===== config.mk =====
export PLATFORM = sky130hd
export DESIGN_NAME = module_control_unit_flat
export DESIGN_NICKNAME = d
export VERILOG_FILES = /design/src/rtl/module_control_unit_if.sv /design/src/rtl/module_control_unit.sv /design/src/flat_wrapper.sv
export SDC_FILE = /design/constraint.sdc
export NUM_CORES = 1
export LEC_CHECK = 0
export ABC_CLOCK_PERIOD_IN_PS = 22600
export CORE_MARGIN = 3
export CORE_UTILIZATION = 35
export CTS_CLUSTER_DIAMETER = 80
export DETAILED_ROUTE_END_ITERATION = 10
export GPL_TIMING_DRIVEN = 1
export PLACE_DENSITY = 0.56
export SLEW_MARGIN = 25
export SYNTH_ARGS = -nofsm -noshare
export SYNTH_HDL_FRONTEND = slang
export SYNTH_SLANG_ARGS = --single-unit

===== constraint.sdc =====
create_clock -name clk -period 22.6 [get_ports clk]
set_input_delay 4.52 -clock clk [delete_from_list [all_inputs] [get_ports clk]]
set_output_delay 4.52 -clock clk [all_outputs]
set_load 0.02 [all_outputs]

===== src/rtl/module_control_unit_if.sv =====
// Instruction handshake, ALU operand/result and display bundle of the mini-CPU control unit.
interface module_control_unit_if #(
    parameter int DATA_W = 16
);
    logic [17:0]       instr;
    logic              instr_valid;
    logic              instr_ready;
    logic [2:0]        alu_opcode;
    logic [DATA_W-1:0] alu_valor1;
    logic [DATA_W-1:0] alu_valor2;
    logic              alu_sinal_imm;
    logic [5:0]        alu_imm;
    logic [DATA_W-1:0] alu_saida;
    logic [DATA_W-1:0] disp_value;
    logic              done;

    modport master (
        output instr, instr_valid, alu_saida,
        input  instr_ready, alu_opcode, alu_valor1, alu_valor2, alu_sinal_imm, alu_imm,
               disp_value, done
    );

    modport slave (
        input  instr, instr_valid, alu_saida,
        output instr_ready, alu_opcode, alu_valor1, alu_valor2, alu_sinal_imm, alu_imm,
               disp_value, done
    );
endinterface


===== src/rtl/module_control_unit.sv =====
// Mini-CPU instruction sequencer: decodes one instruction per handshake, drives the
// external ALU, waits out its latency and writes the result into a 16-entry register file.
module module_control_unit #(
    parameter int DATA_W  = 16,
    parameter int ALU_LAT = 2
) (
    input logic                  clk,
    input logic                  rst,
    module_control_unit_if.slave bus
);
    localparam logic [2:0] IDLE = 3'd0;
    localparam logic [2:0] READ = 3'd1;
    localparam logic [2:0] EXEC = 3'd2;
    localparam logic [2:0] CLR  = 3'd4;
    localparam logic [2:0] DONE = 3'd5;

    localparam logic [2:0] OP_CLEAR   = 3'b110;
    localparam logic [2:0] OP_DISPLAY = 3'b111;

    localparam int              CNT_W     = $clog2(ALU_LAT + 1) + 1;
    localparam logic [CNT_W-1:0] EXEC_LAST = CNT_W'(ALU_LAT);

    logic [2:0]        state;
    logic [17:0]       instr_q;
    logic [CNT_W-1:0]  exec_cnt;
    logic [3:0]        clr_cnt;
    logic [DATA_W-1:0] regs [16];

    logic [2:0]        alu_opcode_q;
    logic [DATA_W-1:0] alu_valor1_q;
    logic [DATA_W-1:0] alu_valor2_q;
    logic              alu_sinal_imm_q;
    logic [5:0]        alu_imm_q;
    logic [DATA_W-1:0] disp_value_q;

    logic [2:0] opcode;
    logic [3:0] dest;
    logic [3:0] src1;
    logic [3:0] src2;

    assign opcode = instr_q[17:15];
    assign dest   = instr_q[14:11];
    assign src1   = instr_q[10:7];
    assign src2   = instr_q[6:3];

    always_ff @(posedge clk or posedge rst) begin
        if (rst) begin
            state           <= IDLE;
            instr_q         <= '0;
            exec_cnt        <= '0;
            clr_cnt         <= '0;
            alu_opcode_q    <= '0;
            alu_valor1_q    <= '0;
            alu_valor2_q    <= '0;
            alu_sinal_imm_q <= 1'b0;
            alu_imm_q       <= '0;
            disp_value_q    <= '0;
            for (int i = 0; i < 16; i++) regs[i] <= '0;
        end else begin
            case (state)
                IDLE: begin
                    if (bus.instr_valid) begin
                        instr_q <= bus.instr;
                        if (bus.instr[17:15] == OP_CLEAR) begin
                            clr_cnt <= '0;
                            state   <= CLR;
                        end else begin
                            state <= READ;
                        end
                    end
                end
                READ: begin
                    // Operands are captured here, so a write to the same register later
                    // in this instruction cannot disturb the ALU inputs.
                    alu_opcode_q    <= opcode;
                    alu_valor1_q    <= regs[src1];
                    alu_valor2_q    <= regs[src2];
                    alu_sinal_imm_q <= instr_q[6];
                    alu_imm_q       <= instr_q[5:0];
                    if (opcode == OP_DISPLAY) begin
                        disp_value_q <= regs[src1];
                        state        <= DONE;
                    end else begin
                        exec_cnt <= '0;
                        state    <= EXEC;
                    end
                end
                EXEC: begin
                    exec_cnt <= exec_cnt + 1'b1;
                    if (exec_cnt == EXEC_LAST) begin
                        regs[dest] <= bus.alu_saida;
                        state      <= DONE;
                    end
                end
                CLR: begin
                    regs[clr_cnt] <= '0;
                    clr_cnt       <= clr_cnt + 1'b1;
                    if (clr_cnt == 4'd15) state <= DONE;
                end
                DONE:    state <= IDLE;
                default: state <= IDLE;
            endcase
        end
    end

    assign bus.instr_ready   = (state == IDLE);
    assign bus.done          = (state == DONE);
    assign bus.alu_opcode    = alu_opcode_q;
    assign bus.alu_valor1    = alu_valor1_q;
    assign bus.alu_valor2    = alu_valor2_q;
    assign bus.alu_sinal_imm = alu_sinal_imm_q;
    assign bus.alu_imm       = alu_imm_q;
    assign bus.disp_value    = disp_value_q;
endmodule

===== src/flat_wrapper.sv =====
// flat-port wrapper written by rule: the top's interface ports become plain ports
module module_control_unit_flat 
#(
    parameter int DATA_W  = 16,
    parameter int ALU_LAT = 2
)
  (clk, rst, bus_instr, bus_instr_valid, bus_alu_saida, bus_instr_ready, bus_alu_opcode, bus_alu_valor1, bus_alu_valor2, bus_alu_sinal_imm, bus_alu_imm, bus_disp_value, bus_done);
  module_control_unit_if #(.DATA_W(DATA_W)) bus_i ();
  input logic clk;
  input logic rst;
  input wire logic [$bits(bus_i.instr)-1:0] bus_instr;
  input wire logic [$bits(bus_i.instr_valid)-1:0] bus_instr_valid;
  input wire logic [$bits(bus_i.alu_saida)-1:0] bus_alu_saida;
  output wire logic [$bits(bus_i.instr_ready)-1:0] bus_instr_ready;
  output wire logic [$bits(bus_i.alu_opcode)-1:0] bus_alu_opcode;
  output wire logic [$bits(bus_i.alu_valor1)-1:0] bus_alu_valor1;
  output wire logic [$bits(bus_i.alu_valor2)-1:0] bus_alu_valor2;
  output wire logic [$bits(bus_i.alu_sinal_imm)-1:0] bus_alu_sinal_imm;
  output wire logic [$bits(bus_i.alu_imm)-1:0] bus_alu_imm;
  output wire logic [$bits(bus_i.disp_value)-1:0] bus_disp_value;
  output wire logic [$bits(bus_i.done)-1:0] bus_done;
  assign bus_i.instr = bus_instr;
  assign bus_i.instr_valid = bus_instr_valid;
  assign bus_i.alu_saida = bus_alu_saida;
  assign bus_instr_ready = bus_i.instr_ready;
  assign bus_alu_opcode = bus_i.alu_opcode;
  assign bus_alu_valor1 = bus_i.alu_valor1;
  assign bus_alu_valor2 = bus_i.alu_valor2;
  assign bus_alu_sinal_imm = bus_i.alu_sinal_imm;
  assign bus_alu_imm = bus_i.alu_imm;
  assign bus_disp_value = bus_i.disp_value;
  assign bus_done = bus_i.done;
  module_control_unit #(.DATA_W(DATA_W), .ALU_LAT(ALU_LAT)) u_core (.clk(clk), .rst(rst), .bus(bus_i));
endmodule

# Yosys cells after proc, flatten, opt, wreduce, memory -nomap -nowiden
# Cells that the tools add are included.
[word_totals]
mem_bits_rw = 0
latchBits = 0
ff_bits = 342
rom_bits = 0
output_inout_bits = 60
wordCells = 89
mem_count = 0
[classes]
shift = 0
div_mod_pow = 0
mux = 24
bitwise = 6
addsub = 2
magnitude_cmp = 6
eq_ne = 13
n_reduce_logical = 12
mul = 0
[op_table]
columns = ["operator", "n"]
rows = [
  ["256-bit case mux with 2 select lines", 1],
  ["256-bit bitwise AND", 1],
  ["256-bit bitwise mux", 1],
  ["256-bit 2-to-1 mux", 1],
  ["256-bit NOT", 1],
  ["16-bit binary-select mux with 4-bit select", 2],
  ["16-bit demux with 4-bit select", 2],
  ["16-bit 2-to-1 mux", 6],
  ["5-bit greater-or-equal comparator (second input constant)", 4],
  ["4-bit NOT with 5-bit output", 4],
  ["3-bit 2-to-1 mux", 6],
  ["3-bit equality test (second input constant)", 4],
  ["3-bit case mux with 4 select lines", 1],
  ["5-bit by 1-bit < comparator with 1-bit output (second input constant)", 2],
  ["4-bit 2-to-1 mux", 2],
  ["4-bit case mux with 2 select lines", 1],
  ["2-bit AND reduction", 4],
  ["3-bit by 2-bit equality test with 1-bit output (second input constant)", 2],
  ["2-bit by 1-bit != test with 1-bit output (second input constant)", 3],
  ["3-bit case mux with 2 select lines", 1],
  ["3-bit AND reduction", 2],
  ["2-bit nonzero test", 3],
  ["4-bit by 1-bit adder with 4-bit output (second input constant)", 1],
  ["4-bit equality test (second input constant)", 1],
  ["5 further kinds", 7],
]

# Logic depth before layout (Yosys ltp)
[depth]
ltp_word = 8
ltp_mapped = 9
ltp_nobuf = 6

# Least setup slack after synthesis
# OpenSTA, ideal clock, no wires.
[synth_path]
kind = "reg-to-output"
startpoint = "register u_core.state[1]"
endpoint = "output port bus_instr_ready"
path_slack_ns = 16.964
required_ns = 18.080
path_stages_with_launch = 3
n_path_buf = 1
arrival_ns = 1.116
path_cell_list = "dfrtp_1 > buf_2 > nor3_1"
[synth_via]
elab_chain_cells = 1
[synth_rtl]
columns = ["element", "line_no", "source"]
rows = [
  ["start, declared", "module_control_unit.sv:23", "logic [2:0] state;"],
  ["start signal, assigned", "module_control_unit.sv:48", "state <= IDLE;"],
  ["start signal, assigned", "module_control_unit.sv:66", "state <= CLR;"],
  ["start signal, assigned", "module_control_unit.sv:68", "state <= READ;"],
  ["3-bit zero test", "module_control_unit.sv:106", "assign bus.instr_ready = (state == IDLE);"],
  ["end, declared", "flat_wrapper.sv:14", "output wire logic [$bits(bus_i.instr_ready)-1:0] bus_instr_ready;"],
]
# Every way passes these cells.

# Worst setup path in the final report
[layout_path]
startpoint = "register u_core.state[0]"
endpoint = "output port bus_done"
[layout_via]
elab_chain_cells = 1
[layout_rtl]
columns = ["element", "line_no", "source"]
rows = [
  ["3-bit equality test", "module_control_unit.sv:107", "assign bus.done = (state == DONE);"],
  ["end, declared", "flat_wrapper.sv:21", "output wire logic [$bits(bus_i.done)-1:0] bus_done;"],
]
# Every way passes these cells.

==> flow_metrics.env <==
export IMPL_end_kind="primary output"
export IMPL_routed_via_density=6.21
export IMPL_ys_ff_latch=342
export IMPL_numCtsBuffers=39
export IMPL_synth_async_sr_flop_share_pct=100
export IMPL_post_route_period_util_pct=29.4
export IMPL_drc=0
export IMPL_synth_ff_type="dfrtp_1"
export IMPL_grt_pass1_wl_um=103000
export IMPL_h_tree_depth=2
export IMPL_cp_required_ps=18080
export IMPL_rows=83
export IMPL_power_density_nw_per_um2=152
export IMPL_hold_viol=0
export IMPL_syn_area_um2=18500
export IMPL_antenna_found_initial=0
export IMPL_start_util_pct=35.7
export IMPL_yosysWarningCount=0
export IMPL_yosysMostFrequentCell="dfrtp_1"
export IMPL_leakage_nw=8.53
export IMPL_drv_cap=0
export IMPL_clockBufferDepth=3
export IMPL_via_count=15900
export IMPL_setup_violations=0
export IMPL_max_freq_mhz=150
export IMPL_drv_slew=0
export IMPL_start_kind="register"
export IMPL_grt_overflow=0
export IMPL_die_area_um2=55700
export IMPL_area_growth_pct=13.7
export IMPL_clock_skew_ps=21.7
export IMPL_die_h_um=236
export IMPL_crit_path_max_fanout=16
export IMPL_cts_hold_fix_buffers=0
export IMPL_routed_wl_um=68900
export IMPL_tightest_slew_ps=1120
export IMPL_outcome="completed"
export IMPL_rsz0062_at_grt="no"
export IMPL_grt_pass1_vias=15900
export IMPL_num_nets_final=1898
export IMPL_track_usage_pct=24.2
export IMPL_ctsRootBufferMaster="clkbuf_16"
export IMPL_postRouteAntennaNets=0
export IMPL_grt_max_degree=139
export IMPL_cts_setup_buffers=0
export IMPL_dr_pass1_iters=6
export IMPL_synthCells=1891
export IMPL_hp_class="reg -> reg"
export IMPL_clkTransAtPathRegs_ps=60
export IMPL_yosysTopAreaCell="dfrtp_1"
export IMPL_synth_edf_count=0
export IMPL_crit_arrival_ps=2130
export IMPL_yosysTopAreaCellShare_pct=46.2
export IMPL_wire_per_inst_um=26.9
export IMPL_ys_seq_area_share_pct=46.2
export IMPL_die_width_um=236
export IMPL_core_area_um2=51800
export IMPL_tns_ps=0
export IMPL_post_place_ws_ps=15640
export IMPL_place_gp_congestion=0.850
export IMPL_setup_ws_ps=15950
export IMPL_clock_latency_ps=550
export IMPL_cts_resized=0
export IMPL_synth_common_cells="dfrtp_1 (342), o21ai_0 (321), nand2_1 (259)"
export IMPL_max_slew_margin_rel_pct=25.0
export IMPL_diodes=0
export IMPL_drive_gt1_share_pct=12.4
export IMPL_crit_type="reg -> out"
export IMPL_synth_area_per_cell_um2=9.79
export IMPL_dp_final_hpwl_um=40300
export IMPL_synth_net_count=1934
export IMPL_vdd_drop_max_mv=0.0678
export IMPL_synth_distinct_cells=54
export IMPL_cts_sinks=342
export IMPL_synthTopCellsByArea="dfrtp_1 (46%), mux4_2 (9.4%), o21ai_0 (8.7%)"
export IMPL_drt_iter0_markers=1840
export IMPL_cts_tree="yes"
export IMPL_period_minus_slack_ps=6650
export IMPL_io_buffers=96
export IMPL_ioPinCount=97
==> logic make-up after synthesis <==
logic type	Yosys count	share of synthesized area [%]
AND/OR/NAND/NOR	602	15.4
AO/OA/AOI/OAI	469	14.4
flip-flops	342	46.2
buffers and inverters	244	5.82
multiplexers	227	17.7
adder cells (fa/ha/maj)	6	0.405
XOR/XNOR	1	0.0473
==> final timing paths <==
path | from | to | slack [ps] | depth (start not counted)
worst max-delay path | u_core.state[0] | bus_done | 15950 | 3
worst min-delay path | u_core.instr_q[0] | u_core.bus.alu_imm[0] | 460 | 2
worst max register to register | u_core.instr_q[10] | u_core.bus.disp_value[5] | 19010 | 4
worst min register to register | u_core.instr_q[0] | u_core.bus.alu_imm[0] | 460 | 2
max in group asynchronous | rst | u_core.instr_q[4] | 16490 | 3
min in group asynchronous | rst | u_core.instr_q[5] | 4490 | 2
==> final cells by class <==
type	instances	area (um^2)
Fill cell	4923	30800
Multi-Input combinational cell	1305	8940
Sequential cell	342	8570
Timing Repair Buffer	131	1250
Clock buffer	57	1170
Tap cell	680	851
Inverter	36	148
Clock inverter	10	128
==> critical path, cell delays in order, from the launching register on <==
cell and delay [ps]:
dfrtp_1 610, nor2b_1 220, and2_1 150, clkdlybuf4s50_1 610
==> power breakdown <==
group | leakage (nW) | switching, mW | internal [mW]
combinational | 4.24 | 0.773 | 0.594
sequential | 3.65 | 0.298 | 0.880
clock | 0.638 | 0.262 | 0.391
==> metrics by stage <==
| stage | power (mW) | utilization (%) | cell area [um^2] | std cells | hold slack, ps |
|---|---|---|---|---|---|
| 6_report | 3.20 | 40.6 | 21000 | 2561 | 461 |
| 5_1_grt | 3.36 | 40.6 | 21000 | 2561 | 495 |
| 4_1_cts | 3.18 | 40.6 | 21000 | 2561 | 466 |
| 3_5_place_dp | 2.53 | 38.1 | 19700 | 2494 | 452 |
| 3_3_place_gp | 2.48 | 38.0 | 19700 | 2493 | 450 |
| 2_1_floorplan | 2.01 | - | 18500 | 1891 | 435 |
==> state kept, by name, summed over array words and instances, names as in the netlist <==
register / flops
u_core.regs: 256
u_core.bus.alu_opcode: 3
u_core.bus.alu_sinal_imm: 1
u_core.bus.alu_valor2: 16
u_core.exec_cnt: 3
u_core.instr_q: 18
u_core.bus.alu_valor1: 16
u_core.bus.alu_imm: 6
u_core.clr_cnt: 4
u_core.state: 3
u_core.bus.disp_value: 16
==> layout by cell type, fill, tap and decap left out, types with 33 or more instances in the layout <==
cell / synthesis / layout
dfrtp_1: 342 / 337
o21ai_0: 321 / 321
nand2_1: 259 / 259
nand3_1: 248 / 247
mux2i_1: 120 / 120
clkdlybuf4s50_1: 0 / 96
mux4_2: 77 / 77
o21ai_1: 42 / 42
clkbuf_16: 0 / 41
inv_1: 35 / 34
buf_4: 19 / 33
==> layer usage <==
metal | share of wire (%) | up-vias | global-route usage, %
met2 | 46 | 937 | 37.1
met3 | 9.7 | 211 | 5.26
met4 | 4.6 | 0 | 11.4
met5 | 0 | - | 0
li1 | - | 6722 | -
met1 | 40 | 8027 | 32.8
No activity file was read; power rests on OpenSTA's default activity.
